`config.mk`:
```
export PLATFORM = sky130hd
export DESIGN_NAME = noc_inject_arb_flat
export DESIGN_NICKNAME = d
export VERILOG_FILES = /design/src/rtl/noc_inject_arb_if.sv /design/src/rtl/noc_inject_arb.sv /design/src/flat_wrapper.sv
export SDC_FILE = /design/constraint.sdc
export NUM_CORES = 1
export LEC_CHECK = 0
export ABC_AREA = 1
export CAP_MARGIN = 25
export CORE_AREA = 4 4 146 148
export CTS_CLUSTER_DIAMETER = 150
export DETAILED_ROUTE_END_ITERATION = 16
export DIE_AREA = 0 0 150 152
export MAX_ROUTING_LAYER = met4
export PLACE_DENSITY_LB_ADDON = 0.08
export SYNTH_ARGS = -nofsm -noshare
export SYNTH_HDL_FRONTEND = slang
export SYNTH_SLANG_ARGS = --single-unit
```
`constraint.sdc`:
```
create_clock -name CLK -period 5.2 [get_ports CLK]
set_input_delay 0.52 -clock CLK [delete_from_list [all_inputs] [get_ports CLK]]
set_output_delay 0.52 -clock CLK [all_outputs]
set_load 0.01 [all_outputs]
```
`src/rtl/noc_inject_arb_if.sv`:
```
// Signal bundle between the local requesters / network send port and noc_inject_arb.
// Handshake: requester i holds req_valid[i] with its flit; the flit is taken in any cycle where req_valid[i] && req_ready[i].
interface noc_inject_arb_if #(
  parameter int NUM_REQ = 4,
  parameter int FLIT_W  = 71,
  parameter int CW      = 4
);
  logic [NUM_REQ-1:0]        req_valid;
  logic [NUM_REQ*FLIT_W-1:0] req_flit;
  logic [NUM_REQ-1:0]        req_ready;
  logic [FLIT_W-1:0]         put_flit;
  logic [1:0]                credit_in;
  logic [CW-1:0]             credits_vc0;
  logic [CW-1:0]             credits_vc1;
  logic                      busy;
  logic [2:0]                lock_id;
  logic                      err_credit;
  logic                      dbg_state;

  modport master (
    input  req_valid, req_flit, credit_in,
    output req_ready, put_flit, credits_vc0, credits_vc1, busy, lock_id, err_credit, dbg_state
  );

  modport slave (
    output req_valid, req_flit, credit_in,
    input  req_ready, put_flit, credits_vc0, credits_vc1, busy, lock_id, err_credit, dbg_state
  );
endinterface

```
`src/rtl/noc_inject_arb.sv`:
```
// Round-robin injection arbiter with wormhole packet lock and per-VC credit tracking
// in front of one network send port.
module noc_inject_arb #(
  parameter int NUM_REQ   = 4,
  parameter int BUF_DEPTH = 4,
  parameter int FLIT_W    = 71
) (
  input  logic              CLK,
  input  logic              RST,
  noc_inject_arb_if.master  bus
);
  localparam int CW = 4;

  typedef enum logic {IDLE = 1'b0, LOCKED = 1'b1} state_t;

  state_t            state, state_nxt;
  logic [2:0]        rr_ptr, rr_ptr_nxt;
  logic [2:0]        lock_id, lock_id_nxt;
  logic              lock_vc, lock_vc_nxt;
  logic [CW-1:0]     cred0, cred0_nxt, cred1, cred1_nxt;
  logic              ovf0, ovf1;
  logic [FLIT_W-1:0] put_q;
  logic              err_q;

  logic [NUM_REQ-1:0] elig;
  logic [NUM_REQ-1:0] ready;
  logic               xfer;
  logic [2:0]         win;
  logic [FLIT_W-2:0]  win_body;  // bit 70 of an incoming flit carries no meaning
  logic               vc_used;
  logic               dec0, dec1, inc0, inc1;

  function automatic logic [2:0] wrap_inc(input logic [2:0] x);
    return (int'(x) == NUM_REQ - 1) ? 3'd0 : x + 3'd1;
  endfunction

  always_comb begin
    elig = '0;
    for (int i = 0; i < NUM_REQ; i++) begin
      elig[i] = bus.req_valid[i] &&
                (bus.req_flit[i*FLIT_W + 64] ? (cred1 != '0) : (cred0 != '0));
    end
  end

  // Winner selection; the search walks downward so the lowest offset from rr_ptr wins.
  always_comb begin
    win  = '0;
    xfer = 1'b0;
    if (!RST) begin
      if (state == LOCKED) begin
        win  = lock_id;
        xfer = bus.req_valid[lock_id] && (lock_vc ? (cred1 != '0) : (cred0 != '0));
      end else begin
        for (int k = NUM_REQ - 1; k >= 0; k--) begin
          if (elig[(int'(rr_ptr) + k) % NUM_REQ]) begin
            win  = 3'((int'(rr_ptr) + k) % NUM_REQ);
            xfer = 1'b1;
          end
        end
      end
    end
    win_body = bus.req_flit[int'(win)*FLIT_W +: FLIT_W-1];
    vc_used  = (state == LOCKED) ? lock_vc : win_body[64];
    ready    = xfer ? (NUM_REQ'(1) << win) : '0;
  end

  always_comb begin
    state_nxt   = state;
    rr_ptr_nxt  = rr_ptr;
    lock_id_nxt = lock_id;
    lock_vc_nxt = lock_vc;
    if (xfer) begin
      case (state)
        IDLE: begin
          if (win_body[69]) begin
            rr_ptr_nxt = wrap_inc(win);
          end else begin
            state_nxt   = LOCKED;
            lock_id_nxt = win;
            lock_vc_nxt = win_body[64];
          end
        end
        LOCKED: begin
          if (win_body[69]) begin
            state_nxt  = IDLE;
            rr_ptr_nxt = wrap_inc(lock_id);
          end
        end
        default: state_nxt = IDLE;
      endcase
    end
  end

  // A send and a return on the same VC in one cycle cancel out.
  always_comb begin
    dec0      = xfer && !vc_used;
    dec1      = xfer && vc_used;
    inc0      = bus.credit_in[1] && !bus.credit_in[0];
    inc1      = bus.credit_in[1] && bus.credit_in[0];
    cred0_nxt = cred0;
    cred1_nxt = cred1;
    ovf0      = 1'b0;
    ovf1      = 1'b0;
    if (inc0 && !dec0) begin
      if (cred0 == CW'(BUF_DEPTH)) ovf0 = 1'b1;
      else                         cred0_nxt = cred0 + 1'b1;
    end else if (dec0 && !inc0) begin
      cred0_nxt = cred0 - 1'b1;
    end
    if (inc1 && !dec1) begin
      if (cred1 == CW'(BUF_DEPTH)) ovf1 = 1'b1;
      else                         cred1_nxt = cred1 + 1'b1;
    end else if (dec1 && !inc1) begin
      cred1_nxt = cred1 - 1'b1;
    end
  end

  always_ff @(posedge CLK) begin
    if (RST) begin
      state   <= IDLE;
      rr_ptr  <= '0;
      lock_id <= '0;
      lock_vc <= 1'b0;
      cred0   <= CW'(BUF_DEPTH);
      cred1   <= CW'(BUF_DEPTH);
      put_q   <= '0;
      err_q   <= 1'b0;
    end else begin
      state   <= state_nxt;
      rr_ptr  <= rr_ptr_nxt;
      lock_id <= lock_id_nxt;
      lock_vc <= lock_vc_nxt;
      cred0   <= cred0_nxt;
      cred1   <= cred1_nxt;
      put_q   <= xfer ? {1'b1, win_body[69:65], vc_used, win_body[63:0]} : '0;
      err_q   <= err_q | ovf0 | ovf1;
    end
  end

  assign bus.req_ready   = ready;
  assign bus.put_flit    = put_q;
  assign bus.credits_vc0 = cred0;
  assign bus.credits_vc1 = cred1;
  assign bus.busy        = (state == LOCKED);
  assign bus.lock_id     = lock_id;
  assign bus.err_credit  = err_q;
  assign bus.dbg_state   = state;
endmodule

```
`src/flat_wrapper.sv`:
```
// flat-port wrapper written by rule: the top's interface ports become plain ports
module noc_inject_arb_flat 
#(
  parameter int NUM_REQ   = 4,
  parameter int BUF_DEPTH = 4,
  parameter int FLIT_W    = 71
)
  (CLK, RST, bus_req_valid, bus_req_flit, bus_credit_in, bus_req_ready, bus_put_flit, bus_credits_vc0, bus_credits_vc1, bus_busy, bus_lock_id, bus_err_credit, bus_dbg_state);
  noc_inject_arb_if #(.NUM_REQ(NUM_REQ), .FLIT_W(FLIT_W), .CW(4)) bus_i ();
  input  logic CLK;
  input  logic RST;
  input wire logic [$bits(bus_i.req_valid)-1:0] bus_req_valid;
  input wire logic [$bits(bus_i.req_flit)-1:0] bus_req_flit;
  input wire logic [$bits(bus_i.credit_in)-1:0] bus_credit_in;
  output wire logic [$bits(bus_i.req_ready)-1:0] bus_req_ready;
  output wire logic [$bits(bus_i.put_flit)-1:0] bus_put_flit;
  output wire logic [$bits(bus_i.credits_vc0)-1:0] bus_credits_vc0;
  output wire logic [$bits(bus_i.credits_vc1)-1:0] bus_credits_vc1;
  output wire logic [$bits(bus_i.busy)-1:0] bus_busy;
  output wire logic [$bits(bus_i.lock_id)-1:0] bus_lock_id;
  output wire logic [$bits(bus_i.err_credit)-1:0] bus_err_credit;
  output wire logic [$bits(bus_i.dbg_state)-1:0] bus_dbg_state;
  assign bus_i.req_valid = bus_req_valid;
  assign bus_i.req_flit = bus_req_flit;
  assign bus_i.credit_in = bus_credit_in;
  assign bus_req_ready = bus_i.req_ready;
  assign bus_put_flit = bus_i.put_flit;
  assign bus_credits_vc0 = bus_i.credits_vc0;
  assign bus_credits_vc1 = bus_i.credits_vc1;
  assign bus_busy = bus_i.busy;
  assign bus_lock_id = bus_i.lock_id;
  assign bus_err_credit = bus_i.err_credit;
  assign bus_dbg_state = bus_i.dbg_state;
  noc_inject_arb #(.NUM_REQ(NUM_REQ), .BUF_DEPTH(BUF_DEPTH), .FLIT_W(FLIT_W)) u_core (.CLK(CLK), .RST(RST), .bus(bus_i));
endmodule
```
==> flow_metrics.tcl, run 1 <==
set metrics [dict create \
    tns_ns 0 \
    drive_gt1_frac 0.0532 \
    clockBufferDepth 2 \
    postSynth.asyncResetShare 0 \
    final_slew_viol_count 0 \
    crit_path_class "in -> out" \
    grtUsageMet1 0.248 \
    remaining_drc_errors 0 \
    core_sq_mm 0.0200 \
    postSynthAreaPerCell_sq_um 7.49 \
    critPathCapture "bus_req_ready[1]" \
    r2r.worst_path.cells 27 \
    min_period_over_period 0.811 \
    post_cts_resized 0 \
    r2r_end "u_core.bus.credits_vc0[3]" \
    synthesis.instances 707 \
    worst_setup_hold_path_clk_slew_ns 0.07 \
    tightest_slew_ns 0.967 \
    detailedRoute.firstPassIterationCount 5 \
    fmax_mhz 237 \
    chipHeight_um 152 \
    initial_core_util 0.264 \
    cp_common_cell "sky130_fd_sc_hd__nand2_1" \
    clock_insertion_delay_worst_skew_ns 0.35 \
    synth_flop_cell "sky130_fd_sc_hd__dfxtp_1" \
    critical_path.startpoint "bus_req_flit[135]" \
    floorplan.die.width_um 150 \
    post-cts-setup-buffer-count 0 \
    layout.nets 1351 \
    fin_skew_ns 0.0132 \
    worstPathBufferInverterCount 5 \
    timing.critical_path.required_ns 4.68 \
    sw_frac_of_total 0.417 \
    tritoncts_num_sinks 87 \
    routabilityCongestion 0.868 \
    avgRoutedWirePerCell_um 19.0 \
    layout-area-overhead-vs-synth_pct 80.7 \
    tritoncts.num_buffers 9 \
    hold_viol_final 0 \
    ir_drop_mv 0.189 \
    first_global_vias 6201 \
    post_route_ant_nets 0 \
    route.vias.total 6235 \
    worst_hold_startpoint "u_core.bus.credits_vc1[2]" \
    power.static_leakage_nw 3.75 \
    yosys_warnings 0 \
    grt_util_met2 0.368 \
    final_common_cell "sky130_fd_sc_hd__clkdlybuf4s50_1" \
    dp_slack_ns 0.984 \
    dpl.hpwl_um 19000 \
    seqPwrFrac 0.227 \
    post_drt_via_cell_ratio 4.71 \
    clk_root_buffer_cell "sky130_fd_sc_hd__clkbuf_16" \
    crit_chain "clkdlybuf4s50_1, inv_1, nand3_1, nand3_1, nand2_1, nand3_2, nand2_1, inv_2, a21oi_1, nand2_1, nand3_4, nand3_4, inv_4, ha_1, nand2_1, nor2_1, clkdlybuf4s50_1" \
    final_period_minus_worst_setup_slack_ns 4.21 \
    synthesis.area_sq_mm 0.00530 \
    routed_wl_um 25100 \
    final_util 0.477 \
    hp-class "reg -> reg" \
    power.switching_mw 2.05 \
    number_of_enable_flip_flop_cells_after_synthesis 0 \
    max_slew_margin 0.353 \
    h-tree-depth 3 \
    start_kind "input pin" \
    area_post_placement_sq_mm 0.00919 \
    grt_pass1_wl_um 36800 \
    core.rowCount 52 \
    grt-busiest-layer "met2" \
    numPlacedInstances 1307 \
    comb_power_share 0.605 \
    post_layout_nonfiller_instances 1325 \
    fillers 2007 \
    final_area_sq_mm 0.00957 \
    synth-seq-area-share 0.329 \
    tritoncts "built" \
    crit_path_slowest_cell "sky130_fd_sc_hd__clkdlybuf4s50_1" \
    global_route.usage.total 0.216 \
    initial_antenna_violation_count 2 \
    timing.critical_path.fanout_max 38 \
    ios 381 \
    path_delay_family "buffers and inverters" \
    syn-num-nets 1010 \
    worst_slack_ns 0.985 \
    outcome "completed" \
    grt_max_degree 73 \
    postSynthRegisterBits 87 \
    clockPowerShare 0.168 \
    worst_path_largest_cell_delay_ns 0.58 \
    cts.hold.buffers_added 0 \
    drt_iter0_markers 283 \
    die_area_sq_mm 0.0228 \
    grt-ovfl-total 0 \
    rsz0062_at_grt "false" \
    startpoint_of_the_lowest_slack_register_to_register_path "u_core.bus.credits_vc0[0]" \
    top_library_cells_by_usage_in_the_layout_fill_and_taps_aside "sky130_fd_sc_hd__clkdlybuf4s50_1, sky130_fd_sc_hd__o21ai_0, sky130_fd_sc_hd__dfxtp_1, sky130_fd_sc_hd__a21oi_1" \
    max_cap_violations 0 \
    worst-path-stages 17 \
    number_of_buffers_added_on_ports 376 \
    setup.worst_path.end_class "output port" \
    setup.reg_to_reg.worst_slack_ns 1.54 \
    timing.final.setup_violations 0 \
    power_density_mw_per_mm2 514 \
    synthDistinctLibCells 34 \
    gr-usage-met3 0.0566 \
    internal_dissipation_mw 2.87 \
    worst-endpoint-arrival_ns 3.69 \
]
## per-stage QoR
step | total power [mW] | hold slack (ns)
global placement | 4.14 | 0.518
global route | 5.32 | 0.571
CTS | 4.98 | 0.533
floorplan | 2.89 | 0.481
finish | 4.91 | 0.535
detailed placement | 4.13 | 0.518
## power by group through the flow
stage          Combinational (mW)  Sequential [mW]  Clock [mW]
5_1_grt                      3.29             1.15       0.869
3_5_place_dp                 3.00             1.13           0
4_1_cts                      3.01             1.12       0.847
6_report                     2.97             1.11       0.826
2_1_floorplan                1.64             1.25           0
3_3_place_gp                 3.01             1.13           0
## worst reg2reg max path, stage by stage (launching register included)
cell and delay, ns:
sky130_fd_sc_hd__dfxtp_1 0.39, sky130_fd_sc_hd__nor2_2 0.28, sky130_fd_sc_hd__nand3_1 0.11, sky130_fd_sc_hd__nand3_1 0.14, sky130_fd_sc_hd__nand2_1 0.10, sky130_fd_sc_hd__nand3_2 0.10
sky130_fd_sc_hd__nand2_1 0.07, sky130_fd_sc_hd__inv_2 0.07, sky130_fd_sc_hd__nand3_1 0.06, sky130_fd_sc_hd__nand2_1 0.07, sky130_fd_sc_hd__nand2_1 0.05, sky130_fd_sc_hd__nand2_1 0.06
sky130_fd_sc_hd__nand2_2 0.07, sky130_fd_sc_hd__nand2_4 0.30, sky130_fd_sc_hd__inv_4 0.22, sky130_fd_sc_hd__nand3_2 0.15, sky130_fd_sc_hd__nand3_2 0.09, sky130_fd_sc_hd__nand3_2 0.11
sky130_fd_sc_hd__nand2_2 0.10, sky130_fd_sc_hd__ha_1 0.35, sky130_fd_sc_hd__nand2_1 0.07, sky130_fd_sc_hd__nand2_1 0.04, sky130_fd_sc_hd__a31oi_1 0.18, sky130_fd_sc_hd__inv_1 0.07
sky130_fd_sc_hd__nand3_1 0.08, sky130_fd_sc_hd__nand2_1 0.07, sky130_fd_sc_hd__a21oi_1 0.13, sky130_fd_sc_hd__nor2_1 0.07
## Yosys cell counts (4+ instances only)
cell type,instances,area share
sky130_fd_sc_hd__o21ai_0,117,0.11
sky130_fd_sc_hd__dfxtp_1,87,0.33
sky130_fd_sc_hd__a21oi_1,80,0.076
sky130_fd_sc_hd__o21a_1,68,0.096
sky130_fd_sc_hd__o21bai_1,68,0.096
sky130_fd_sc_hd__nand2_1,56,0.040
sky130_fd_sc_hd__inv_1,36,0.026
sky130_fd_sc_hd__o21ai_1,32,0.030
sky130_fd_sc_hd__nand3_1,29,0.027
sky130_fd_sc_hd__clkbuf_1,21,0.015
sky130_fd_sc_hd__buf_2,19,0.018
sky130_fd_sc_hd__nor2_1,18,0.013
sky130_fd_sc_hd__nand3_2,11,0.021
sky130_fd_sc_hd__buf_4,9,0.013
sky130_fd_sc_hd__ha_1,9,0.021
sky130_fd_sc_hd__nand4_1,7,0.0083
sky130_fd_sc_hd__clkbuf_2,5,0.0047
sky130_fd_sc_hd__nand2_2,5,0.0059
sky130_fd_sc_hd__inv_2,4,0.0028
sky130_fd_sc_hd__nor2_2,4,0.0047
## cell families after synthesis
logic type / share of synthesized area
simple gates: 0.135
flops: 0.329
fa+ha+maj: 0.0288
compound gates: 0.420
buf+inv: 0.0820
xor+xnor: 0.00496
## cell type report
cell class | count | area [sq um] | area share
diodes | 2 | 5.00 | 0.000523
clock inverters | 5 | 129 | 0.0135
inverters | 41 | 159 | 0.0166
well taps | 270 | 338 | 0.0353
flip-flops and latches | 87 | 1740 | 0.182
repair buffers | 385 | 3830 | 0.400
multi-input cells | 524 | 3120 | 0.326
clock buffers | 11 | 243 | 0.0254
## flip-flops by register name, summed over array words and instances, names as in the netlist
signal                  cells
u_core.bus.busy             1
u_core.bus.credits_vc1      4
u_core.lock_vc              1
u_core.rr_ptr               2
u_core.bus.lock_id          3
u_core.bus.credits_vc0      4
u_core.bus.put_flit        71
u_core.bus.err_credit       1
## metal layers
layer,share of wire,wire [um]
met1,0.40,10000
met5,0,0
met4,0.017,436
met2,0.50,12700
met3,0.080,2010
## how the worst min path moves through the flow
| stage | end | slack, ns | cells after the start |
|---|---|---|---|
| final | u_core.bus.credits_vc1[2] | 0.53 | 2 |
| after global routing | u_core.bus.credits_vc1[2] | 0.57 | 2 |
| after CTS | u_core.lock_vc | 0.53 | 2 |
| after detailed placement | u_core.lock_vc | 0.52 | 2 |
| after global placement | u_core.bus.credits_vc1[2] | 0.52 | 2 |
| after floorplan | u_core.lock_vc | 0.48 | 2 |
Note: power is estimated with default switching activity, not from simulation.
==> run 2, diff against run 1 <==
--- a/config.mk
+++ b/config.mk
@@ -7,10 +7,10 @@
 export LEC_CHECK = 0
 export ABC_AREA = 1
 export CAP_MARGIN = 25
-export CORE_AREA = 4 4 146 148
+export CORE_AREA = 4 4 144 146
 export CTS_CLUSTER_DIAMETER = 150
 export DETAILED_ROUTE_END_ITERATION = 16
-export DIE_AREA = 0 0 150 152
+export DIE_AREA = 0 0 148 150
 export MAX_ROUTING_LAYER = met4
 export PLACE_DENSITY_LB_ADDON = 0.08
 export SYNTH_ARGS = -nofsm -noshare
==> constraint.sdc (replaced) <==
create_clock -name CLK -period 4 [get_ports CLK]
set_input_delay 0.4 -clock CLK [delete_from_list [all_inputs] [get_ports CLK]]
set_output_delay 0.4 -clock CLK [all_outputs]
set_load 0.01 [all_outputs]
==> flow_metrics.tcl, run 2 (synthesis gave the netlist of run 1 again) <==
set metrics [dict create \
    timing.final.setup_violations 0 \
    timing.critical_path.required_ns 3.60 \
    drt_iter0_markers 324 \
    detailedRoute.firstPassIterationCount 5 \
    tns_ns 0 \
    clockBufferDepth 2 \
    numPlacedInstances 1305 \
    outcome "completed" \
    final_area_sq_mm 0.00954 \
    clock_insertion_delay_worst_skew_ns 0.35 \
    worstPathBufferInverterCount 3 \
    initial_core_util 0.273 \
    grt_pass1_wl_um 36300 \
    power_density_mw_per_mm2 651 \
    post_drt_via_cell_ratio 4.75 \
    number_of_buffers_added_on_ports 376 \
    post-cts-setup-buffer-count 0 \
    h-tree-depth 3 \
    drive_gt1_frac 0.0568 \
    worst_setup_hold_path_clk_slew_ns 0.07 \
    floorplan.die.width_um 148 \
    layout.nets 1354 \
    rsz0062_at_grt "false" \
    fin_skew_ns 0.0117 \
    grt-ovfl-total 0 \
    hp-class "reg -> reg" \
    routed_wl_um 24800 \
    tritoncts.num_buffers 9 \
    hold_ws_ns 0.535 \
    area_post_placement_sq_mm 0.00923 \
    gr-usage-met3 0.0603 \
    start_kind "flip-flop" \
    post_route_ant_nets 0 \
    tightest_slew_ns 0.665 \
    final_common_cell "sky130_fd_sc_hd__clkdlybuf4s50_1" \
    power.static_leakage_nw 3.74 \
    avgRoutedWirePerCell_um 18.7 \
    ios 381 \
    chipHeight_um 150 \
    final_period_minus_worst_setup_slack_ns 3.70 \
    fillers 1962 \
    crit_path_slowest_cell "sky130_fd_sc_hd__clkdlybuf4s50_1" \
    max_slew_margin 0.557 \
    grt_util_met2 0.371 \
    top_library_cells_by_usage_in_the_layout_fill_and_taps_aside "sky130_fd_sc_hd__clkdlybuf4s50_1, sky130_fd_sc_hd__o21ai_0, sky130_fd_sc_hd__dfxtp_1, sky130_fd_sc_hd__a21oi_1" \
    dpl.hpwl_um 18800 \
    routabilityCongestion 0.848 \
    hold_viol_final 0 \
    tritoncts "built" \
    path_delay_family "simple AND/OR/NAND/NOR gates" \
    core.rowCount 51 \
    tritoncts_num_sinks 87 \
    setup.worst_path.end_class "output port" \
    final_slew_viol_count 0 \
    multiInputGateArea_sq_mm 0.00312 \
    grt_max_degree 122 \
    largest_reg_flops 71 \
    grtUsageMet1 0.249 \
    ir_drop_mv 0.300 \
    cp_common_cell "sky130_fd_sc_hd__nand2_1" \
    area.sequential_sq_mm 0.00174 \
    post_layout_nonfiller_instances 1324 \
    worst-endpoint-arrival_ns 3.30 \
    max_cap_violations 0 \
    worst_path_largest_cell_delay_ns 0.57 \
    design_power_total_mw 6.21 \
    timing.critical_path.fanout_max 29 \
    core_sq_mm 0.0194 \
    min_period_over_period 0.925 \
    cts.hold.buffers_added 0 \
    initial_antenna_violation_count 3 \
    post_cts_resized 0 \
    crit_chain "nor2_2, nand3_1, nand3_1, nand2_1, nand3_1, nand2_1, inv_2, nand3_1, nand2_1, nand2_1, nand2_1, nand2_2, nand2_4, buf_4, ha_1, nand2_1, nor2_1, clkdlybuf4s50_1" \
    crit_path_class "reg -> out" \
    grt-busiest-layer "met2" \
    first_global_vias 6304 \
    route.vias.total 6284 \
    remaining_drc_errors 0 \
    fmax_mhz 270 \
    die_area_sq_mm 0.0222 \
    global_route.usage.total 0.219 \
    layout-area-overhead-vs-synth_pct 80.1 \
    clk_root_buffer_cell "sky130_fd_sc_hd__clkbuf_16" \
]
==> run 2: cell count changes in the layout (fill, tap and decap cells not counted), sizes merged <==
cell    before  now
clkinv       1    3
bufinv       4    0
clkbuf      11   13
buf          9   12
diode        2    3
==> run 2: layout make-up <==
cell class | instances | share of cell area
well taps | 265 | 0.0348
clock inverters | 3 | 0.00157
clock buffers | 13 | 0.0294
repair buffers | 388 | 0.407
inverters | 41 | 0.0167
diodes | 3 | 0.000787
flip-flops and latches | 87 | 0.183
multi-input cells | 524 | 0.327
==> run 2: worst paths after layout <==
check | start | endpoint | slack (ns) | depth (start not counted)
hold / removal | u_core.lock_vc | u_core.lock_vc | 0.53 | 2
hold reg to reg | u_core.lock_vc | u_core.lock_vc | 0.53 | 2
setup / recovery | u_core.bus.credits_vc0[0] | bus_req_ready[0] | 0.30 | 18
setup reg to reg | u_core.bus.credits_vc0[0] | u_core.bus.credits_vc1[3] | 0.70 | 27
==> run 2: layer usage <==
| metal | up-vias | share of wire |
|---|---|---|
| met1 | 2801 | 0.39 |
| met5 | - | 0 |
| met4 | 0 | 0.022 |
| met2 | 260 | 0.50 |
| met3 | 29 | 0.083 |
| li1 | 3194 | - |
==> run 2: per-stage QoR <==
stage,setup slack [ns],utilization
2_1_floorplan,1.12,-
3_3_place_gp,0.371,0.476
3_5_place_dp,0.365,0.476
4_1_cts,0.310,0.491
5_1_grt,0.0147,0.492
6_report,0.301,0.492
==> run 2: where the power goes <==
part	switching [mW]	total, mW	internal [mW]
Clock	0.381	0.869	0.487
Sequential	0.193	1.45	1.26
Combinational	2.08	3.89	1.81
Total	2.65	6.21	3.56
==> run 2: worst min-delay path, cell delays in order (launching register included) <==
cell and delay, ns:
sky130_fd_sc_hd__dfxtp_1 0.33, sky130_fd_sc_hd__inv_1 0.09, sky130_fd_sc_hd__a211oi_1 0.07
==> run 3, diff against run 2 <==
--- a/config.mk
+++ b/config.mk
@@ -7,7 +7,7 @@
 export LEC_CHECK = 0
 export ABC_AREA = 1
 export CAP_MARGIN = 25
-export CORE_AREA = 4 4 144 146
+export CORE_AREA = 2 2 146 148
 export CTS_CLUSTER_DIAMETER = 150
 export DETAILED_ROUTE_END_ITERATION = 16
 export DIE_AREA = 0 0 148 150
==> flow_metrics.tcl, run 3 (synthesis gave the netlist of run 1 again) <==
set metrics [dict create \
    post_drt_via_cell_ratio 4.74 \
    final_area_sq_mm 0.00955 \
    avgRoutedWirePerCell_um 18.4 \
    floorplan.die.width_um 148 \
    startpoint_of_the_lowest_slack_register_to_register_path "u_core.bus.credits_vc0[0]" \
    start_kind "input pin" \
    ir_drop_mv 0.274 \
    numPlacedInstances 1316 \
    core_sq_mm 0.0207 \
    post_cts_resized 0 \
    die_area_sq_mm 0.0222 \
    drt_iter0_markers 275 \
    ios 381 \
    fin_skew_ns 0.0107 \
    clockPowerShare 0.148 \
    remaining_drc_errors 0 \
    grt_pass1_wl_um 35600 \
    worst-endpoint-arrival_ns 3.17 \
    power.static_leakage_nw 3.74 \
    chipHeight_um 150 \
    largest_reg_flops 71 \
    number_of_buffers_added_on_ports 376 \
    clk_root_buffer_cell "sky130_fd_sc_hd__clkbuf_16" \
    routabilityCongestion 0.846 \
    post_layout_nonfiller_instances 1332 \
    rsz0062_at_grt "false" \
    route.vias.total 6312 \
    clockBufferDepth 2 \
    outcome "completed" \
    layout-area-overhead-vs-synth_pct 80.4 \
    r2r_end "u_core.bus.credits_vc1[3]" \
    final_common_cell "sky130_fd_sc_hd__clkdlybuf4s50_1" \
    min_delay_worst_endpoint "u_core.lock_vc" \
    timing.critical_path.fanout_max 27 \
    dp_slack_ns 0.269 \
    drive_gt1_frac 0.0568 \
    tritoncts "built" \
    crit_path_class "in -> out" \
    area_post_placement_sq_mm 0.00923 \
    top_library_cells_by_usage_in_the_layout_fill_and_taps_aside "sky130_fd_sc_hd__clkdlybuf4s50_1, sky130_fd_sc_hd__o21ai_0, sky130_fd_sc_hd__dfxtp_1, sky130_fd_sc_hd__a21oi_1" \
    core.rowCount 53 \
    initial_core_util 0.256 \
    power.switching_mw 2.67 \
    internal_dissipation_mw 3.61 \
    clock_insertion_delay_worst_skew_ns 0.35 \
    grt_max_degree 84 \
    tns_ns 0 \
    power_density_mw_per_mm2 657 \
    final_period_minus_worst_setup_slack_ns 3.57 \
    r2r.worst_path.cells 27 \
    max_cap_violations 0 \
    routed_wl_um 24500 \
    setup.worst_path.end_class "output port" \
    initial_antenna_violation_count 1 \
    global_route.usage.total 0.216 \
    comb_power_share 0.620 \
    hp-class "reg -> reg" \
    final_slew_viol_count 0 \
    timing.critical_path.required_ns 3.60 \
    hold_ws_ns 0.538 \
    tritoncts.num_buffers 9 \
    dpl.hpwl_um 18300 \
    hold_viol_final 0 \
    cts.hold.buffers_added 0 \
    fmax_mhz 280 \
    tritoncts_num_sinks 87 \
    h-tree-depth 3 \
    seqPwrFrac 0.231 \
    worst_hold_startpoint "u_core.lock_vc" \
    tightest_slew_ns 0.932 \
    timing.final.setup_violations 0 \
    first_global_vias 6201 \
    setup.reg_to_reg.worst_slack_ns 0.59 \
    min_delay_path_depth 2 \
    fillers 2103 \
    max_slew_margin 0.379 \
    layout.nets 1355 \
    worst_setup_hold_path_clk_slew_ns 0.07 \
    grt-ovfl-total 0 \
    detailedRoute.firstPassIterationCount 6 \
    sw_frac_of_total 0.425 \
    post-cts-setup-buffer-count 0 \
    post_route_ant_nets 0 \
    min_period_over_period 0.893 \
    worst_slack_ns 0.427 \
]
run 3: cell types whose count changed in the layout (fill, tap and decap cells not counted):
cell,change
sky130_fd_sc_hd__clkinv_2,-3
sky130_fd_sc_hd__buf_12,-2
sky130_fd_sc_hd__buf_4,+2
sky130_fd_sc_hd__diode_2,-2
sky130_fd_sc_hd__buf_6,+1
sky130_fd_sc_hd__bufinv_16,+1
sky130_fd_sc_hd__clkinvlp_4,+1
run 3: metal layers:
layer,global-route usage,up-vias,part of all wire
met1,0.248,2826,0.41
met4,0.0838,0,0.028
li1,-,3186,-
met5,-,-,0
met2,0.364,263,0.50
met3,0.0521,37,0.069
run 3: through the flow:
| step | power (mW) | utilization |
|---|---|---|
| after global placement | 5.38 | 0.446 |
| final | 6.27 | 0.462 |
| after floorplan | 3.75 | - |
| after detailed placement | 5.39 | 0.446 |
| after CTS | 6.35 | 0.461 |
| after global routing | 6.79 | 0.462 |
run 3: cell type report:
cell class	instances	area, sq um	area share
Multi-Input combinational cell	524	3120	0.327
Clock buffer	13	280	0.0293
Inverter	41	159	0.0166
Timing Repair Buffer	389	3860	0.405
Antenna cell	1	2.50	0.000262
Tap cell	275	344	0.0360
Clock inverter	2	37.5	0.00393
Sequential cell	87	1740	0.182
run 3: power by group through the flow:
stage | Sequential, mW | Combinational (mW) | Clock [mW]
4_1_cts | 1.45 | 3.93 | 0.966
2_1_floorplan | 1.62 | 2.13 | 0
6_report | 1.45 | 3.89 | 0.932
3_3_place_gp | 1.46 | 3.92 | 0
5_1_grt | 1.50 | 4.31 | 0.987
3_5_place_dp | 1.47 | 3.92 | 0
run 3: worst max-delay path by stage:
stage                     cells after the start                         to                      start  slack [ns]
after CTS                                    16           bus_req_ready[2]  u_core.bus.credits_vc0[0]        0.33
after global placement                       28  u_core.bus.credits_vc1[3]          bus_req_flit[135]        0.30
after detailed placement                     28  u_core.bus.credits_vc0[3]          bus_req_flit[135]        0.27
final                                        18           bus_req_ready[0]          bus_req_flit[135]        0.43
after global routing                         16           bus_req_ready[0]  u_core.bus.credits_vc0[0]        0.07
after floorplan                              26  u_core.bus.credits_vc1[3]  u_core.bus.credits_vc0[0]        1.12
run 3: worst max-delay path, cell delays in order:
cell	delay, ns
sky130_fd_sc_hd__clkdlybuf4s50_1	0.54
sky130_fd_sc_hd__inv_1	0.08
sky130_fd_sc_hd__nand3_1	0.08
sky130_fd_sc_hd__nand3_1	0.11
sky130_fd_sc_hd__nand2_1	0.12
sky130_fd_sc_hd__nand3_2	0.10
sky130_fd_sc_hd__nand2_1	0.09
sky130_fd_sc_hd__inv_2	0.04
sky130_fd_sc_hd__nand2_1	0.05
sky130_fd_sc_hd__nand2_1	0.05
sky130_fd_sc_hd__nand2_1	0.09
sky130_fd_sc_hd__nand3_4	0.13
sky130_fd_sc_hd__nand3_4	0.16
sky130_fd_sc_hd__buf_6	0.24
sky130_fd_sc_hd__ha_1	0.18
sky130_fd_sc_hd__nand2_1	0.05
sky130_fd_sc_hd__nor2_1	0.12
sky130_fd_sc_hd__clkdlybuf4s50_1	0.56
